**config.mk**
```make
export PLATFORM = sky130hd
export DESIGN_NAME = eq_gain_ramp_ctrl
export DESIGN_NICKNAME = d
export VERILOG_FILES = /design/src/rtl/eq_gain_ramp_ctrl.sv
export SDC_FILE = /design/constraint.sdc
export NUM_CORES = 1
export LEC_CHECK = 0
export BUFFER_PORTS_ARGS = -buffer_cell sky130_fd_sc_hd__buf_2
export CAP_MARGIN = 20
export CELL_PAD_IN_SITES_DETAIL_PLACEMENT = 0
export CELL_PAD_IN_SITES_GLOBAL_PLACEMENT = 1
export CORE_MARGIN = 4
export CORE_UTILIZATION = 35
export DETAILED_ROUTE_END_ITERATION = 12
export HOLD_SLACK_MARGIN = 0.08
export PLACE_DENSITY_LB_ADDON = 0.1
export SYNTH_ARGS = -nofsm -noshare
export SYNTH_HDL_FRONTEND = slang
export SYNTH_SLANG_ARGS = --single-unit
```
**constraint.sdc**
```tcl
create_clock -name clk -period 1.9 [get_ports clk]
set_input_delay 0.285 -clock clk [delete_from_list [all_inputs] [get_ports clk]]
set_output_delay 0.285 -clock clk [all_outputs]
set_load 0.02 [all_outputs]
```
**src/rtl/eq_gain_ramp_ctrl.sv**
```systemverilog
// 8-band EQ gain controller: free-running sample divider plus a gain ramp FSM stepping toward a target vector.
// Optional macro GAIN_RAMP_EN enables stepwise ramping; otherwise a transfer loads the gains directly.
module eq_gain_ramp_ctrl #(
   parameter int         DIV        = 1024,
   parameter int         STEP_TICKS = 16,
   parameter logic [4:0] GAIN_RST   = 5'd16
) (
   input  logic        clk,
   input  logic        rst,
   input  logic        cfg_valid,
   input  logic [39:0] cfg_gain,
   output logic        cfg_ready,
   output logic        sample_tick,
   output logic [39:0] gain,
   output logic        busy,
   output logic        ramp_done
);

   typedef enum logic [1:0] {IDLE, RAMP, DONE} state_t;

   state_t      state, state_nxt;
   logic [15:0] div_cnt;
   logic        xfer;

   // The divider only ever sees rst; configuration never disturbs the sample cadence.
   always_ff @(posedge clk or posedge rst) begin
      if (rst)
         div_cnt <= '0;
      else if (div_cnt == 16'(DIV - 1))
         div_cnt <= '0;
      else
         div_cnt <= div_cnt + 16'd1;
   end

   assign sample_tick = (div_cnt == 16'(DIV - 1));
   assign cfg_ready   = (state == IDLE);
   assign busy        = (state == RAMP);
   assign ramp_done   = (state == DONE);
   assign xfer        = cfg_valid && (state == IDLE);

`ifdef GAIN_RAMP_EN
   logic [7:0]  step_cnt;
   logic [39:0] target;
   logic [39:0] step_gain;
   logic        step_stb;

   assign step_stb = (state == RAMP) && sample_tick && (step_cnt == 8'(STEP_TICKS - 1));

   // Each band moves one code toward its own target, so it can never overshoot or wrap.
   always_comb begin
      step_gain = gain;
      for (int i = 0; i < 8; i++) begin
         if (gain[5*i +: 5] < target[5*i +: 5])
            step_gain[5*i +: 5] = gain[5*i +: 5] + 5'd1;
         else if (gain[5*i +: 5] > target[5*i +: 5])
            step_gain[5*i +: 5] = gain[5*i +: 5] - 5'd1;
      end
   end

   always_ff @(posedge clk or posedge rst) begin
      if (rst) begin
         step_cnt <= '0;
         target   <= {8{GAIN_RST}};
         gain     <= {8{GAIN_RST}};
      end else begin
         if (xfer) begin
            step_cnt <= '0;
            target   <= cfg_gain;
         end else if (state == RAMP && sample_tick) begin
            step_cnt <= step_stb ? 8'd0 : step_cnt + 8'd1;
         end
         if (step_stb)
            gain <= step_gain;
      end
   end
`else
   always_ff @(posedge clk or posedge rst) begin
      if (rst)
         gain <= {8{GAIN_RST}};
      else if (xfer)
         gain <= cfg_gain;
   end
`endif

   always_ff @(posedge clk or posedge rst) begin
      if (rst)
         state <= IDLE;
      else
         state <= state_nxt;
   end

   always_comb begin
      state_nxt = state;
      case (state)
         IDLE: begin
            if (xfer) begin
`ifdef GAIN_RAMP_EN
               state_nxt = (cfg_gain != gain) ? RAMP : DONE;
`else
               state_nxt = DONE;
`endif
            end
         end
         RAMP: begin
`ifdef GAIN_RAMP_EN
            if (step_stb && (step_gain == target))
               state_nxt = DONE;
`else
            state_nxt = IDLE;
`endif
         end
         DONE:    state_nxt = IDLE;
         default: state_nxt = IDLE;
      endcase
   end

endmodule
```
---- Word level (Yosys, flattened, before mapping) ----
Index checks and enable logic that the tools add are counted.
word-level totals
  input bits .............................. 43
  output and inout bits ................... 44
  bits in registers ....................... 58
cells by class
  eq/ne operators ......................... 4
  muxes and demuxes ....................... 3
  $add $sub $neg .......................... 1
  reductions and logical operators ........ 2
operator list
  cell                                                   number
  adder 16 x 1 -> 16 bit, second input constant          1
  == test 16 x 10 -> 1 bit, second input constant        1
  2-to-1 mux 16 bit                                      1
  2-to-1 mux 2 bit                                       2
  == test 2 x 1 -> 1 bit, second input constant          1
  == test 2 bit, second input constant                   1
  zero test 2 bit                                        1
  inequality test 2 x 1 -> 1 bit, second input constant  1
  logical AND 1 bit                                      1

---- Depth between registers and ports, before layout ----
  depth in word-level cells ............... 4
  depth in mapped cells ................... 4
  mapped depth without buffers ............ 4

---- Least setup slack after synthesis ----
OpenSTA, ideal clock, no wires.
  kind .................................... register to output
  from .................................... reg div_cnt[11]
  to ...................................... out sample_tick
  cell stages (with the launch flop) ...... 4
  slack ................................... 280 ps
  arrival ................................. 1335 ps
  cell sequence ........................... dfrtp_1 or4_4 nor2_2 and2_1
on the way
  word-level cells in the longest chain between the ends .. 1
RTL lines
  item                      RTL line  text
  from (decl)               22        logic [15:0] div_cnt;
  from (signal assigned)    32        div_cnt <= div_cnt + 16'd1;
  == test 16 x 10 -> 1 bit  35        assign sample_tick = (div_cnt == 16'(DIV - 1));
  to (decl)                 13        output logic sample_tick,
Every way passes these cells.

---- Worst setup path after layout ----
Ends and elaborated chain as after synthesis.

==> flow_summary.yaml <==
placed_design:
  port_buffers: 85
  hpwl_um: 3420
  pre_cts_slack_ns: 0.251
  routabilityCongestion: 0.716
drt:
  wirelength_um: 4680
  first_pass_iters: 4
  viasPerCell: 4.65
  routed-via-count: 1614
  drt-initial-drc-count: 44
  antenna_left: 0
  drcViolationCount: 0
  wl_per_cell_um: 13.5
cells_and_area:
  n_antenna_cell: 0
  multi_input_area_um2: 845
  area.growth.synth_to_final_pct: 35.7
  seqCellArea_um2: 1440
  layout-drive-gt1-share: 0.626
  n_fill_cell: 592
  utilization: 0.493
  nNetsFinal: 309
setup_path:
  crit_type: "register to primary output"
  worst_setup_path_start_kind: "register"
  cp-end-kind: "primary output"
  cp-endpoint: "sample_tick"
  r2r_cells: 5
  crit_start: "div_cnt[11]$_DFF_PP0_"
  crit_slowest_cell: "or4_4"
  regToRegEndpoint: "div_cnt[9]$_DFF_PP0_"
  crit_fanout: 2
  path_cells: "or4_4 > nor2_4 > and2_4 > buf_6"
  r2r_setup_slack_ns: 0.20
  arrival_ns: 1.60
  r2r-start: "div_cnt[11]$_DFF_PP0_"
  critical_path_required_ns: 1.62
  slowest_delay_ns: 0.56
clock_tree:
  clk_latency_ns: 0.32
  cts_sinks: 57
  ctsLongestPathBuffers: 2
  htree_levels: 3
  cts_tree: "yes"
  cts_root_buf: "clkbuf_8"
  clk_transition_reported_paths_ns: 0.06
  numCtsBuffers: 9
synthesis:
  synth_area_um2: 2320
  seq_area_frac_synth: 0.619
  synthCells: 163
  syn_nets: 207
  synthDistinctLibCells: 33
  synth.avg_cell_area_um2: 14.2
  ys_ff_latch: 57
  synth.yosys.warnings: 0
power_and_ir_drop:
  leakage_uw: 0.00155
  peakVddDrop_mv: 0.522
  pwr_density_cell_nw_per_um2: 989
floorplanning:
  core_um2: 6390
  ioPinCount: 87
  die_w_um: 89.4
  die_y_um: 89.4
  start_util: 0.363
  rows: 29
  die_area_um2: 7990
timing:
  tns_ns: 0
  clock_skew_ns: 0.00594
  min_period_ns: 1.89
  layout_worst_path_cycle_share: 0.993
  whs_ns: 0.194
  layout_setup_ws_ns: 0.0140
  grt_setup_unrepaired: "true"
  fmax_mhz: 530
  finalSetupViolations: 0
  finalHoldViolations: 0
  slew_viol_final: 0
grt:
  grt-ovfl-total: 0
  grtUsageTotal: 0.119
  grt_pass1_wl_um: 7220
  grt_max_degree: 58
  grt_pass1_vias: 1552
  antenna_found_initial: 0
job:
  cap_violations: 0
min_path:
  min_path_type: "input port to register"
  hold_start: "cfg_gain[31]"
outcome:
  status: "finished, final reports clean"
==> worst max-delay path: cells and delay by family, from the launching register on <==
kind	cells	cell delay (ns)
simple gates	3	0.80
buf+inv	1	0.11
flops	1	0.38
==> worst min path at each step <==
stage	to	slack, ns	cells after the start
after CTS	gain[20]$_DFFE_PP0P_	0.18	2
after global routing	gain[2]$_DFFE_PP0P_	0.18	2
after floorplan	gain[17]$_DFFE_PP0P_	0.44	1
after detailed placement	gain[28]$_DFFE_PP0P_	0.37	3
final	gain[31]$_DFFE_PP0P_	0.19	2
after global placement	gain[28]$_DFFE_PP0P_	0.37	3
==> where the power goes <==
part,total [uW],switching (uW),internal (uW)
clock,1150,438,712
sequential,1420,55.4,1360
combinational,546,309,238
==> cells in the mapped netlist <==
cell type,count,area [um2]
nor3_1,1,5.00
inv_1,5,18.8
conb_1,1,3.75
nor3_4,1,16.3
clkbuf_1,1,3.75
or4_1,2,15.0
xnor2_1,2,17.5
or2_2,1,6.26
nand4_1,2,12.5
nand4_2,1,12.5
nor4_1,5,31.3
o311ai_1,2,17.5
nor2_1,1,3.75
buf_4,1,7.51
a21boi_0,1,7.51
mux2_2,40,450
a22oi_1,1,7.51
dfstp_2,8,210
nor2b_1,1,6.26
ha_1,1,12.5
a21oi_1,2,10.0
or3_1,1,6.26
or4_4,1,11.3
xor2_1,8,70.1
dfrtp_1,49,1230
nand2_1,3,11.3
buf_2,4,20.0
and2_1,1,6.26
mux2i_1,1,10.0
o21ai_0,4,20.0
nand3_1,9,45.0
nor2_2,1,6.26
buf_6,1,11.3
==> sequential cells by signal, indices dropped and copies added, names as in the netlist <==
register	cells
gain	40
div_cnt	16
state	1
==> cells by family (layout without fill, tap and decap cells) <==
group | count (synthesis) | after routing | synth area share
XOR/XNOR | 10 | 10 | 0.0378
AND/OR/NAND/NOR | 31 | 31 | 0.0841
other | 1 | 1 | 0.00162
buffers and inverters | 12 | 119 | 0.0264
flip-flops | 57 | 57 | 0.619
adder cells (fa/ha/maj) | 1 | 1 | 0.00539
multiplexers | 41 | 41 | 0.198
AO/OA/AOI/OAI | 10 | 10 | 0.0270
==> stage by stage <==
| step | std cells | power (uW) | cell area (um2) |
|---|---|---|---|
| finish | 347 | 3110 | 3150 |
| global route | 347 | 3270 | 3150 |
| CTS | 344 | 3170 | 3120 |
| detailed placement | 324 | 2000 | 2860 |
| global placement | 324 | 1990 | 2860 |
| floorplan | 163 | 1780 | 2320 |
==> routing by layer <==
metal	vias to the layer above	track usage	wire, um
li1	785	-	-
met1	780	0.146	2040
met2	44	0.195	2250
met3	5	0.0323	331
met4	0	0.0568	57
met5	-	0	0
==> area by class of cell <==
class	count	area share
clock buffers	14	0.0548
flip-flops and latches	57	0.456
multi-input cells	94	0.268
clock inverters	2	0.0111
inverters	5	0.00596
well taps	77	0.0306
repair buffers	98	0.173
==> cell usage in the layout, fill, tap and decap left out, types with 2 or more instances in the layout <==
cell / Yosys / routed
a21oi_1: 2 / 2
buf_2: 4 / 84
buf_4: 1 / 11
clkbuf_1: 1 / 2
clkbuf_8: 0 / 12
dfrtp_1: 49 / 49
dfstp_2: 8 / 8
inv_1: 5 / 4
mux2_2: 40 / 40
nand2_1: 3 / 3
nand3_1: 9 / 8
nand4_1: 2 / 2
nor4_1: 5 / 5
o21ai_0: 4 / 4
o311ai_1: 2 / 2
or4_1: 2 / 2
xnor2_1: 2 / 2
xor2_1: 8 / 8
==> timing repair <==
item                                    in CTS  in global routing
hold endpoints to repair                    49                  0
pin swaps                                    1                  1
hold buffers                                 1                  0
buffers inserted                             3                  3
endpoints found under the setup margin       1                  1
resized for setup                            5                  1
Power figures use the tool's default switching activity.
